## config.mk

```make
export PLATFORM = sky130hd
export DESIGN_NAME = ifu_flat
export DESIGN_NICKNAME = d
export VERILOG_FILES = /design/src/rtl/ifu_pkg.sv /design/src/rtl/ifu_if.sv /design/src/rtl/ifu.sv /design/src/flat_wrapper.sv
export SDC_FILE = /design/constraint.sdc
export NUM_CORES = 1
export LEC_CHECK = 0
export ABC_AREA = 0
export CAP_MARGIN = 25
export CORE_ASPECT_RATIO = 1.4
export CORE_MARGIN = 1
export CORE_UTILIZATION = 43
export DETAILED_ROUTE_END_ITERATION = 10
export PLACE_DENSITY = 0.8
export SYNTH_ARGS = -nofsm -noshare
export SYNTH_HDL_FRONTEND = slang
export SYNTH_SLANG_ARGS = --single-unit
```

## constraint.sdc

```tcl
create_clock -name Clk -period 1.7 [get_ports Clk]
set_input_delay 0.17 -clock Clk [delete_from_list [all_inputs] [get_ports Clk]]
set_output_delay 0.17 -clock Clk [all_outputs]
set_load 0.02 [all_outputs]
```

## src/rtl/ifu_pkg.sv

```systemverilog
// Shared definitions for the instruction fetch unit: widths, state encodings and
// fixed constants also used by the PC register.
package ifu_pkg;

    localparam int unsigned ADDR_W = 32;
    localparam int unsigned DATA_W = 32;

    localparam logic [DATA_W-1:0] NOP      = 32'h0000_0000;
    localparam logic [ADDR_W-1:0] RESET_PC = 32'h0000_0000;

    typedef enum logic [1:0] {
        IfIdle = 2'd0,
        IfWait = 2'd1,
        IfFull = 2'd2
    } if_state_e;

endpackage

```

## src/rtl/ifu_if.sv

```systemverilog
// Bundle of PC, instruction-memory and decode-side signals around the fetch unit.
// The master modport is the fetch unit; the slave modport is its environment.
interface ifu_if #(
    parameter int unsigned ADDR_W = ifu_pkg::ADDR_W,
    parameter int unsigned DATA_W = ifu_pkg::DATA_W
) ();

    logic [ADDR_W-1:0] PC;
    logic              PCWr;
    logic              Flush;
    logic              IMemReq;
    logic [ADDR_W-1:0] IMemAddr;
    logic              IMemAck;
    logic [DATA_W-1:0] IMemData;
    logic              InstrValid;
    logic              InstrReady;
    logic [DATA_W-1:0] Instr;
    logic [ADDR_W-1:0] InstrPC;
    logic              FetchErr;

    modport master (
        input  PC, Flush, IMemAck, IMemData, InstrReady,
        output PCWr, IMemReq, IMemAddr, InstrValid, Instr, InstrPC, FetchErr
    );

    modport slave (
        output PC, Flush, IMemAck, IMemData, InstrReady,
        input  PCWr, IMemReq, IMemAddr, InstrValid, Instr, InstrPC, FetchErr
    );

endinterface

```

## src/rtl/ifu.sv

```systemverilog
// Instruction fetch unit: issues one memory request per PC, holds the fetched word
// for decode under valid/ready, and enables the PC register on accept or redirect.
module ifu
    import ifu_pkg::*;
(
    input  logic  Clk,
    input  logic  Reset,
    ifu_if.master bus
);

    if_state_e         state_q, state_d;
    logic              drop_q, drop_d;
    logic              req_q, req_d;
    logic [ADDR_W-1:0] addr_q, addr_d;
    logic [DATA_W-1:0] instr_q, instr_d;
    logic [ADDR_W-1:0] instr_pc_q, instr_pc_d;
    logic              err_q, err_d;

    always_ff @(posedge Clk or negedge Reset) begin
        if (!Reset) begin
            state_q    <= IfIdle;
            drop_q     <= 1'b0;
            req_q      <= 1'b0;
            addr_q     <= '0;
            instr_q    <= '0;
            instr_pc_q <= '0;
            err_q      <= 1'b0;
        end else begin
            state_q    <= state_d;
            drop_q     <= drop_d;
            req_q      <= req_d;
            addr_q     <= addr_d;
            instr_q    <= instr_d;
            instr_pc_q <= instr_pc_d;
            err_q      <= err_d;
        end
    end

    always_comb begin
        state_d    = state_q;
        drop_d     = drop_q;
        req_d      = req_q;
        addr_d     = addr_q;
        instr_d    = instr_q;
        instr_pc_d = instr_pc_q;
        err_d      = err_q;

        unique case (state_q)
            IfIdle: begin
                if (bus.Flush) begin
                    state_d = IfIdle;
                end else if (bus.PC[1:0] != 2'b00) begin
                    // Misaligned PC never reaches memory; hand decode a tagged NOP.
                    state_d    = IfFull;
                    instr_d    = NOP;
                    instr_pc_d = bus.PC;
                    err_d      = 1'b1;
                end else begin
                    state_d = IfWait;
                    req_d   = 1'b1;
                    addr_d  = bus.PC;
                end
            end
            IfWait: begin
                if (bus.IMemAck) begin
                    req_d = 1'b0;
                    if (drop_q || bus.Flush) begin
                        drop_d  = 1'b0;
                        state_d = IfIdle;
                    end else begin
                        instr_d    = bus.IMemData;
                        instr_pc_d = addr_q;
                        err_d      = 1'b0;
                        state_d    = IfFull;
                    end
                end else if (bus.Flush) begin
                    // Finish the outstanding handshake, but remember to discard its data.
                    drop_d = 1'b1;
                end
            end
            IfFull: begin
                if (bus.InstrReady || bus.Flush) begin
                    state_d = IfIdle;
                end
            end
            default: begin
                state_d = IfIdle;
            end
        endcase
    end

    assign bus.InstrValid = (state_q == IfFull);
    assign bus.PCWr       = (bus.InstrValid & bus.InstrReady) | bus.Flush;
    assign bus.IMemReq    = req_q;
    assign bus.IMemAddr   = addr_q;
    assign bus.Instr      = instr_q;
    assign bus.InstrPC    = instr_pc_q;
    assign bus.FetchErr   = err_q;

endmodule

```

## src/flat_wrapper.sv

```systemverilog
// flat-port wrapper written by rule: the top's interface ports become plain ports
module ifu_flat import ifu_pkg::*;
  (Clk, Reset, bus_PC, bus_Flush, bus_IMemAck, bus_IMemData, bus_InstrReady, bus_PCWr, bus_IMemReq, bus_IMemAddr, bus_InstrValid, bus_Instr, bus_InstrPC, bus_FetchErr);
  ifu_if bus_i ();
  input  logic Clk;
  input  logic Reset;
  input wire logic [$bits(bus_i.PC)-1:0] bus_PC;
  input wire logic [$bits(bus_i.Flush)-1:0] bus_Flush;
  input wire logic [$bits(bus_i.IMemAck)-1:0] bus_IMemAck;
  input wire logic [$bits(bus_i.IMemData)-1:0] bus_IMemData;
  input wire logic [$bits(bus_i.InstrReady)-1:0] bus_InstrReady;
  output wire logic [$bits(bus_i.PCWr)-1:0] bus_PCWr;
  output wire logic [$bits(bus_i.IMemReq)-1:0] bus_IMemReq;
  output wire logic [$bits(bus_i.IMemAddr)-1:0] bus_IMemAddr;
  output wire logic [$bits(bus_i.InstrValid)-1:0] bus_InstrValid;
  output wire logic [$bits(bus_i.Instr)-1:0] bus_Instr;
  output wire logic [$bits(bus_i.InstrPC)-1:0] bus_InstrPC;
  output wire logic [$bits(bus_i.FetchErr)-1:0] bus_FetchErr;
  assign bus_i.PC = bus_PC;
  assign bus_i.Flush = bus_Flush;
  assign bus_i.IMemAck = bus_IMemAck;
  assign bus_i.IMemData = bus_IMemData;
  assign bus_i.InstrReady = bus_InstrReady;
  assign bus_PCWr = bus_i.PCWr;
  assign bus_IMemReq = bus_i.IMemReq;
  assign bus_IMemAddr = bus_i.IMemAddr;
  assign bus_InstrValid = bus_i.InstrValid;
  assign bus_Instr = bus_i.Instr;
  assign bus_InstrPC = bus_i.InstrPC;
  assign bus_FetchErr = bus_i.FetchErr;
  ifu u_core (.Clk(Clk), .Reset(Reset), .bus(bus_i));
endmodule
```

# After elaboration in Yosys (flattened, before gate mapping)
# Cells that the tools add are included.
# W data, S select, Z words.
# op_classes
n_mux,28
eq_ne,9
reduce_logical,11
bitwise_logic,4
# op_table
cell,n
$mux W32,8
$pmux W32 S2,2
$mux W1,10
$mux W2,5
$ne A2 B2 Y1 const B,5
$pmux W2 S3,1
$reduce_and A3 Y1,2
$reduce_bool A2 Y1,3
$reduce_and A5 Y1,1
$ne A2 B1 Y1 const B,2
$pmux W1 S2,2
$reduce_and A4 Y1,1
$eq A2 B1 Y1 const B,1
$eq A2 B2 Y1 const B,1
$logic_not A2 Y1,1
$logic_or A1 B1 Y1,2
$not A1 Y1,2
$reduce_and A2 Y1,1
$and A1 B1 Y1,1
$or A1 B1 Y1,1
# totals
register_bits,101
out_inout_bits,100
word_cells,59
in_bits,69

# Depth between registers and ports, before layout
# Gate-level depths: netlist of the first run.
# depth
word_depth,4
depth_mapped,7
ltp_nobuf,4

# Worst setup path before layout of the first run
# Ideal clock, no wire load.
# synth_timing
path_type,reg2reg
start,reg u_core.state_q[0]
end,reg u_core.instr_q[0] (netlist: u_core.bus.Instr[0])
stages_incl_launch_ff,8
slack_ps,220
required_time_ps,1579
setup_time_ps,121
synth_period_minus_slack_ps,1480
n_path_buf,4
arrival_ps,1359
path_cell_list,dfrtp_1 buf_4 nor2b_1 buf_6 and3_1 buf_2 buf_4 a22o_1
# synth_via
elab_chain_cells,3
elab_cells_between_ends,9
cone_classes,eq/ne: 5; mux: 1; reduce/logical: 3
# synth_rtl
element,line_no,text
from (decl),ifu.sv:11,"if_state_e state_q, state_d;"
from (signal assigned),ifu.sv:21,state_q <= IfIdle;
from (signal assigned),ifu.sv:29,state_q <= state_d;
$eq A2 B1 Y1 / $logic_not A2 Y1 (equally long branches),ifu.sv:48,unique case (state_q)
$ne A2 B2 Y1 (no source line) (tied with other cells),--,
$reduce_and A5 Y1 (no source line),--,
to (signal assigned),ifu.sv:33,instr_q <= instr_d;
to (decl),ifu.sv:15,"logic [DATA_W-1:0] instr_q, instr_d;"
# Parallel ways exist; a longest one is shown, timed or not.
# A chain may end at the register's enable or synchronous reset.

# Worst setup path after layout of the first run
# layout_timing
start,reg u_core.state_q[0]
end,out bus_PCWr
# layout_via
elab_chain_cells,3
# layout_rtl
element,line_no,text
$eq A2 B2 Y1,ifu.sv:92,assign bus.InstrValid = (state_q == IfFull);
$and A1 B1 Y1,ifu.sv:93,assign bus.PCWr = (bus.InstrValid & bus.InstrReady) | bus.Flush;
$or A1 B1 Y1,ifu.sv:93,
to (decl),flat_wrapper.sv:12,output wire logic [$bits(bus_i.PCWr)-1:0] bus_PCWr;
# Every way passes these cells.

==> metrics.txt, run 1 <==
die area 10300 µm²; Crit. End Element output pin; share of post-route cells with drive strength above 1 22.8%; PortBufs 168; Clock Sinks 101; slew margin rel. 76.0%; number of synthesized register bits 101; Tightest Pin Transition 0.356 ns; Filler Cells Inserted 718; H-tree depth 3; average footprint of a synthesized cell 14.8 µm²; Worst EP arrival 1.42 ns; CP max stage cell dfrtp_1; Setup TNS Final 0 ns; # setup viols final 0; number of diodes 0; crit path kind reg2out; Worst path top cell family by delay flip-flops; final period utilization 93.3%; most common cell after layout, fill and taps aside clkdlybuf4s50_1; Max Fanout on Critical Path 8; Initial Util 44.5%; most frequent cells in the layout clkdlybuf4s50_1 (165), dfrtp_1 (101), o22ai_1 (32), a22o_1 (32); flop2flop setup slack 0.16 ns; initial antenna violation count 0; remaining antenna violation count 0; vias 3180; unrepaired setup endpoints after global routing no; Warnings, synthesis 0; drt pass-1 iters 5; Top Ports 169; Skew-Pair Late Insertion Delay 0.33 ns; first-pass GRT wire length 17.2 mm; total CTS buffers 9; gr usage total 22.2%; post-synth cell types 30; Multi-input gate area 1500 µm²; vias per cell 5.29; worst hold-check path type in2async; clk slew on worst S/H paths 0.06 ns; Seq/Total Area, Yosys 59.7%; Post-Route WL 10.8 mm; fmax 631 MHz; Root Buffer clkbuf_16; Area Overhead vs Synth 53.3%; Core Rows 42; fin. max-slew vios 0; GPL Wtd Cong 0.850; Max Clock Skew 0.00605 ns; Power Density 1260 nW/µm²; synthesized instance count 286; largest net degree at the start of global routing 50; DRC errors left 0; Fin Hold WS 0.296 ns; maximum VDD drop 0.618 mV; Die X 85.9 µm; maxcap violations 0; final worst path period need 1.59 ns; Max stage delay on crit path 0.46 ns; Initial DRC Count 109; status finished, final reports clean; Worst EP required 1.53 ns; Hold Fails Final Rpt 0; DR WL/cell 17.9 µm; Core Box Area 9510 µm²; syn nets 355; GRT overflow 0; CP Cell Sequence nor2b_1 > a21o_1 > clkdlybuf4s15_1; Buf/Inv on CP 1; Die H 119 µm; vias in the first global route 3412; FF/Latch Area 2530 µm²; Detail Placement HPWL 7.76 mm; Mapped Area 4240 µm²; CTS tree done; # nets final 533; Startpoint Class register; clock tree buffer depth 2; Pleak 2.71 nW
## sequential cells by signal, indices dropped and copies added (netlist names)
register             flops
u_core.bus.IMemAddr     32
u_core.bus.InstrPC      32
u_core.bus.Instr        32
u_core.state_q           2
u_core.bus.FetchErr      1
u_core.bus.IMemReq       1
u_core.drop_q            1
## worst paths after layout
check | startpoint | to | depth (start not counted)
setup reg to reg | u_core.state_q[0] | u_core.bus.Instr[6] | 4
setup / recovery | u_core.state_q[0] | bus_PCWr | 3
min in group Clk | bus_IMemData[24] | u_core.bus.Instr[24] | 2
hold reg to reg | u_core.bus.Instr[30] | u_core.bus.Instr[30] | 1
hold / removal | Reset | u_core.bus.IMemAddr[4] | 2
max in group asynchronous | Reset | u_core.bus.Instr[9] | 3
## area by class of cell
| cell class | count | share of cell area, % |
|---|---|---|
| Clock buffer | 13 | 4.01 |
| Clock inverter | 3 | 0.674 |
| Multi-Input combinational cell | 158 | 23.1 |
| Sequential cell | 101 | 38.9 |
| Tap cell | 132 | 2.54 |
| Timing Repair Buffer | 194 | 30.8 |
## per-stage QoR
stage	instance area [µm²]	total power (W)	instances	setup slack [ns]	util (%)
floorplan	4240	0.00472	286	0.220	-
global route	6490	0.00852	601	0.0100	68.3
CTS	6490	0.00824	601	0.0579	68.3
global placement	6180	0.00609	584	-0.0776	65.0
finish	6490	0.00816	601	0.114	68.3
detailed placement	6180	0.00617	584	-0.142	65.0
## cells in the mapped netlist (all sizes together)
library cell	instances	area, µm²
mux2	30	338
a2bb2oi	32	468
a22o	32	280
nand2b	2	12.5
dfrtp	101	2530
or2	1	8.76
nor3	2	15.0
buf	24	210
and2	3	21.3
o31ai	2	15.0
o31a	1	8.76
a21oi	4	31.3
a211oi	1	7.51
o22ai	32	200
a21o	1	7.51
nor2	5	18.8
nor2b	2	12.5
clkbuf	3	11.3
nand2	5	21.3
a31oi	1	6.26
o41ai	1	8.76
and3	1	6.26
## cells by family (layout without fill, tap and decap cells)
family / count (synthesis) / after routing / share of synthesized area [%]
buffers and inverters: 27 / 210 / 5.23
multiplexers: 30 / 30 / 7.97
AND/OR/NAND/NOR: 21 / 21 / 2.75
AO/OA/AOI/OAI: 107 / 107 / 24.4
flip-flops: 101 / 101 / 59.7
## worst register-to-register path, delay by kind of cell, from the launching register on
family	cells	cell delay, ns
compound gates	2	0.65
buf+inv	1	0.19
flops	1	0.46
simple gates	1	0.12
## power breakdown
group | total, W | leakage (nW) | switching, W | internal [W]
Sequential | 0.00324 | 1.24 | 0.000355 | 0.00288
Clock | 0.00205 | 0.150 | 0.000825 | 0.00122
Combinational | 0.00287 | 1.32 | 0.00128 | 0.00159
Total | 0.00816 | 2.71 | 0.00246 | 0.00570
## per-layer routing
metal | wire length, µm | GRT usage, % | part of all wire, % | up-vias
met4 | 328 | 12.6 | 3.0 | 0
li1 | - | - | - | 1455
met1 | 4270 | 24.8 | 40 | 1598
met5 | 0 | 0 | 0 | -
met3 | 422 | 3.26 | 3.9 | 17
met2 | 5740 | 39.5 | 53 | 110
## what timing repair did
item | 4_1_cts | 5_1_grt
resized for setup | 2 | 1
hold endpoints to repair | 24 | 0
pin swaps | 0 | 0
hold buffers | 1 | 0
endpoints found under the setup margin | 2 | 1
gates cloned | 0 | 0
setup buffers | 0 | 0
No activity file was read; power rests on OpenSTA's default activity.
==> run 2: changes to the inputs <==
--- a/config.mk
+++ b/config.mk
@@ -8,10 +8,12 @@
 export ABC_AREA = 0
 export CAP_MARGIN = 25
 export CORE_ASPECT_RATIO = 1.4
-export CORE_MARGIN = 1
+export CORE_MARGIN = 5
 export CORE_UTILIZATION = 43
 export DETAILED_ROUTE_END_ITERATION = 10
+export GPL_ROUTABILITY_DRIVEN = 0
 export PLACE_DENSITY = 0.8
+export RECOVER_POWER = 50
 export SYNTH_ARGS = -nofsm -noshare
 export SYNTH_HDL_FRONTEND = slang
 export SYNTH_SLANG_ARGS = --single-unit
==> metrics.txt, run 2 (same netlist as run 1, synthesis figures left out) <==
worst hold-check path type in2async; total CTS buffers 9 (unchanged); number of diodes 0 (unchanged); clk slew on worst S/H paths 0.07 ns (about the same); Die X 93.9 µm (+9.3%); Worst path top cell family by delay flip-flops; vias per cell 5.34 (+1.0%); Skew-Pair Late Insertion Delay 0.33 ns (about the same); Max Fanout on Critical Path 8 (unchanged); CTS tree done; unrepaired setup endpoints after global routing no; clock tree buffer depth 2 (unchanged); Max stage delay on crit path 0.46 ns (about the same); share of post-route cells with drive strength above 1 22.7% (-0.12 points); DRC errors left 0 (unchanged); Initial DRC Count 94 (-14%); Worst EP arrival 1.43 ns (about the same); Multi-input gate area 1500 µm² (unchanged); Core Rows 43 (+2.4%); Area Overhead vs Synth 52.9%; vias 3217 (+1.2%); fmax 627 MHz (-0.61%); Detail Placement HPWL 8.24 mm (+6.3%); H-tree depth 3 (unchanged); DP Area 6160 µm² (-0.38%); PortBufs 168 (unchanged); Worst EP required 1.53 ns (about the same); Hold Fails Final Rpt 0 (unchanged); CP Cell Sequence nor2b_1 > a21o_1 > clkdlybuf4s15_1; # nets final 531 (-0.38%); drt pass-1 iters 4 (-1); placed insts 585 (+0.17%); remaining antenna violation count 0 (unchanged); die area 12000 µm² (+17%); most frequent cells in the layout clkdlybuf4s50_1 (120), dfrtp_1 (101), dlygate4sd3_1 (46), o22ai_1 (32), a22o_1 (32); Tightest Pin Transition 0.713 ns (+0.357 ns); final period utilization 93.9% (+0.57 points); most common cell after layout, fill and taps aside clkdlybuf4s50_1; Power Density 1270 nW/µm² (+1.1%); # setup viols final 0 (unchanged); status finished, final reports clean; Max Clock Skew 0.00680 ns (+0.000742 ns); vias in the first global route 3459 (+1.4%); Core Box Area 9790 µm² (+2.9%); Buf/Inv on CP 1 (unchanged); Top Ports 169 (unchanged); GRT overflow 0 (unchanged); first-pass GRT wire length 17.9 mm (+4.2%); gr usage total 19.2% (-2.9 points); CP max stage cell dfrtp_1; fin. max-slew vios 0 (unchanged); initial antenna violation count 0 (unchanged); Die H 127 µm (+6.7%); Post-Route WL 11.4 mm (+5.5%); Filler Cells Inserted 771 (+7.4%); DR WL/cell 18.9 µm (+5.3%); Initial Util 43.3% (-1.3 points); Startpoint Class register; crit path kind reg2out; Post-Layout Cell Count 602 (+0.17%); FF/Latch Area 2530 µm² (unchanged); maxcap violations 0 (unchanged); largest net degree at the start of global routing 49 (-2.0%); slew margin rel. 52.5% (-24 points); maximum VDD drop 0.692 mV (+12%); final worst path period need 1.60 ns (+0.00966 ns); Crit. End Element output pin; Post-CTS Repair Setup Buffers 0 (unchanged); finished layout cell area 6480 µm² (-0.27%); Pleak 2.78 nW (+2.6%); Clock Sinks 101 (unchanged); Root Buffer clkbuf_16
[run 2: changes by cell type in the layout (fill, tap and decap cells not counted), moves of 2 or more]
| cell | change |
|---|---|
| clkdlybuf4s50_1 | -45 |
| clkbuf_2 | +3 |
| buf_12 | -2 |
| dlygate4sd3_1 | +45 |
| buf_4 | -4 |
[run 2: metal layers]
metal	up-vias	share of wire (%)	global-route usage [%]
met1	1618	38	22.9
met3	22	5.2	4.12
met4	0	2.9	8.42
met2	127	53	33.2
li1	1450	-	-
met5	-	0	0
[run 2: worst reg2reg max path: stages (launching register included)]
cell and delay [ns]:
dfrtp_1 0.49, nor2b_2 0.29, nand2_1 0.15, buf_12 0.20, o22ai_1 0.25, a2bb2oi_2 0.09
[run 2: final timing paths]
kind / startpoint / end / slack, ns / depth (start not counted)
worst max-delay path: u_core.state_q[0] / bus_PCWr / 0.10 / 3
worst min-delay path: Reset / u_core.bus.InstrPC[31] / 0.43 / 2
worst max register to register: u_core.state_q[0] / u_core.bus.InstrPC[14] / 0.13 / 5
worst min register to register: u_core.bus.Instr[30] / u_core.bus.Instr[30] / 0.50 / 1
max in group asynchronous: Reset / u_core.bus.Instr[28] / 0.39 / 3
min in group Clk: bus_IMemData[8] / u_core.bus.Instr[8] / 0.43 / 2
[run 2: area by class of cell]
| cell class | instances | area share (%) |
|---|---|---|
| multi-input cells | 158 | 23.1 |
| flip-flops and latches | 101 | 39.0 |
| well taps | 135 | 2.61 |
| clock inverters | 4 | 1.08 |
| repair buffers | 192 | 30.2 |
| clock buffers | 12 | 3.96 |
[run 2: stage by stage]
| stage | setup slack, ns | hold WS, ns | utilization, % | power, W | TNS, ns |
|---|---|---|---|---|---|
| detailed placement | -0.137 | 0.113 | 62.9 | 0.00618 | -7.32 |
| floorplan | 0.220 | -0.126 | - | 0.00472 | 0 |
| global route | 0.00315 | 0.427 | 66.2 | 0.00857 | 0 |
| CTS | 0.0636 | 0.302 | 66.3 | 0.00840 | 0 |
| finish | 0.104 | 0.428 | 66.2 | 0.00822 | 0 |
| global placement | -0.0674 | 0.110 | 62.9 | 0.00610 | -4.03 |
[run 2: repair_timing]
action | CTS | global route
hold endpoints to repair | 25 | 0
setup endpoints to repair | 2 | 1
hold buffers | 1 | 0
resized for setup | 2 | 1
[run 2: power by group]
part           leakage [nW]  total (W)  switching, W  internal [W]
registers              1.24    0.00324      0.000359       0.00288
logic                  1.38    0.00279       0.00128       0.00151
clock network         0.163    0.00219      0.000826       0.00137
==> run 3: changes to the inputs <==
--- a/config.mk
+++ b/config.mk
@@ -9,10 +9,9 @@
 export CAP_MARGIN = 25
 export CORE_ASPECT_RATIO = 1.4
 export CORE_MARGIN = 5
-export CORE_UTILIZATION = 43
+export CORE_UTILIZATION = 39
 export DETAILED_ROUTE_END_ITERATION = 10
-export GPL_ROUTABILITY_DRIVEN = 0
-export PLACE_DENSITY = 0.8
+export PLACE_DENSITY = 0.76
 export RECOVER_POWER = 50
 export SYNTH_ARGS = -nofsm -noshare
 export SYNTH_HDL_FRONTEND = slang
==> constraint.sdc (replaced) <==
create_clock -name Clk -period 1.36 [get_ports Clk]
set_input_delay 0.136 -clock Clk [delete_from_list [all_inputs] [get_ports Clk]]
set_output_delay 0.136 -clock Clk [all_outputs]
set_load 0.02 [all_outputs]
==> metrics.txt, run 3 (same netlist as run 1, synthesis figures left out) <==
failing checks setup timing; Power Density 1490 nW/µm² (+18%); share of post-route cells with drive strength above 1 28.2% (+5.5 points); Post-Route WL 12.1 mm (+6.2%); # setup viols final 98 (+98); Hold Fails Final Rpt 0 (unchanged); DP Area 6180 µm² (+0.35%); gr usage total 17.9% (-1.3 points); Setup TNS Final -12.15 ns (-12.15 ns); fin. max-slew vios 0 (unchanged); Final Total Pwr 0.00980 W (+19%); vias in the first global route 3546 (+2.5%); vias 3301 (+2.6%); most common cell after layout, fill and taps aside dfrtp_1; final period utilization 114%; first-pass GRT wire length 18.9 mm (+5.3%); Initial DRC Count 98 (+4.3%); Top Ports 169 (unchanged); Worst EP arrival 1.77 ns (+0.34 ns); Tightest Pin Transition 0.902 ns (+0.189 ns); worst hold-check path type in2reg; Post-Place Setup Slack -0.396 ns (-0.259 ns); Startpoint Class register; # nets final 544 (+2.4%); status complete, but fails checks; Core Box Area 10800 µm² (+9.8%); remaining antenna violation count 0 (unchanged); Pleak 3.01 nW (+8.3%); Core Rows 45 (+4.7%); unrepaired setup endpoints after global routing yes; maxcap violations 0 (unchanged); Detail Placement HPWL 8.21 mm (-0.43%); fmax 643 MHz; Root Buffer clkbuf_16; vias per cell 5.32 (-0.37%); number of diodes 0 (unchanged); Area Overhead vs Synth 54.9%; Worst EP required 1.57 ns (+0.04 ns); Multi-input gate area 1590 µm² (+6.4%); slew margin rel. 39.8% (-13 points); finished layout cell area 6560 µm² (+1.3%); PortBufs 168 (unchanged); largest net degree at the start of global routing 102 (+110%); Crit. End Element register; CTS tree done; initial antenna violation count 0 (unchanged); maximum VDD drop 0.654 mV (-5.5%); FF/Latch Area 2530 µm² (about the same); clk slew on worst S/H paths 0.07 ns (about the same); DRC errors left 0 (unchanged); GRT overflow 0 (unchanged); Initial Util 39.4% (-3.9 points); DR WL/cell 19.5 µm (+3.2%); drt pass-1 iters 4 (unchanged); GPL Wtd Cong 0.798; Die X 98.1 µm (+4.5%); clock tree buffer depth 2 (unchanged); Die H 133 µm (+4.6%); final worst path period need 1.55 ns; most frequent cells in the layout dfrtp_1 (100), dlygate4sd2_1 (98), clkdlybuf4s50_1 (67), a22o_1 (32); crit path kind reg2reg; Clock Sinks 101 (unchanged); Setup WS post-layout -0.194 ns (-0.299 ns); Max Clock Skew 0.00752 ns (+0.000723 ns); Max Fanout on Critical Path 12 (+4); H-tree depth 3 (unchanged); die area 13100 µm² (+9.3%); Skew-Pair Late Insertion Delay 0.34 ns (about the same); total CTS buffers 9 (unchanged); Fin Hold WS 0.398 ns (-0.0309 ns); Filler Cells Inserted 871 (+13%)
run 3: final cells by class:
| class | count | area share, % |
|---|---|---|
| multi-input combinational | 158 | 24.3 |
| tap | 141 | 2.69 |
| clock buffer | 10 | 3.49 |
| timing repair buffer | 205 | 30.2 |
| sequential | 101 | 38.5 |
| clock inverter | 5 | 0.801 |
run 3: what timing repair did:
action | CTS | global route
resized for setup | 117 | 15
hold endpoints to repair | 101 | 0
setup buffers | 4 | 2
pin swaps | 1 | 2
hold buffers | 1 | 0
setup endpoints to repair | 195 | 100
cloned | 1 | 4
run 3: report_power, final:
| part | switching [W] | total, W | internal, W |
|---|---|---|---|
| clock network | 0.00106 | 0.00246 | 0.00141 |
| logic | 0.00166 | 0.00330 | 0.00164 |
| registers | 0.000431 | 0.00403 | 0.00360 |
run 3: routing by layer:
layer	up-vias	routed length (µm)	global-route usage [%]
li1	1480	-	-
met4	0	89	5.00
met3	7	779	5.24
met1	1699	4760	21.7
met5	-	0	0
met2	115	6440	30.9
run 3: worst max-delay path: stages (launching register included):
cell and delay (ns):
dfrtp_1 0.40, buf_6 0.14, nor3_4 0.26, nand2_4 0.15, buf_12 0.20, mux2_2 0.28
run 3: per-stage QoR:
stage | util (%) | cells
after floorplan | - | 286
after global placement | 57.5 | 593
after detailed placement | 57.5 | 593
after CTS | 59.8 | 614
after global routing | 61.0 | 620
final | 61.0 | 620
run 3: final timing paths:
check	slack (ns)	start	to	cells after the start
worst max-delay path	-0.19	u_core.state_q[1]	u_core.bus.IMemAddr[10]	5
worst max register to register	-0.19	u_core.state_q[1]	u_core.bus.IMemAddr[10]	5
worst min-delay path	0.40	bus_IMemData[14]	u_core.bus.Instr[14]	2
worst min register to register	0.50	u_core.bus.Instr[14]	u_core.bus.Instr[14]	1
max in group asynchronous	0.16	Reset	u_core.state_q[0]	3
min in group asynchronous	0.57	Reset	u_core.bus.Instr[10]	3
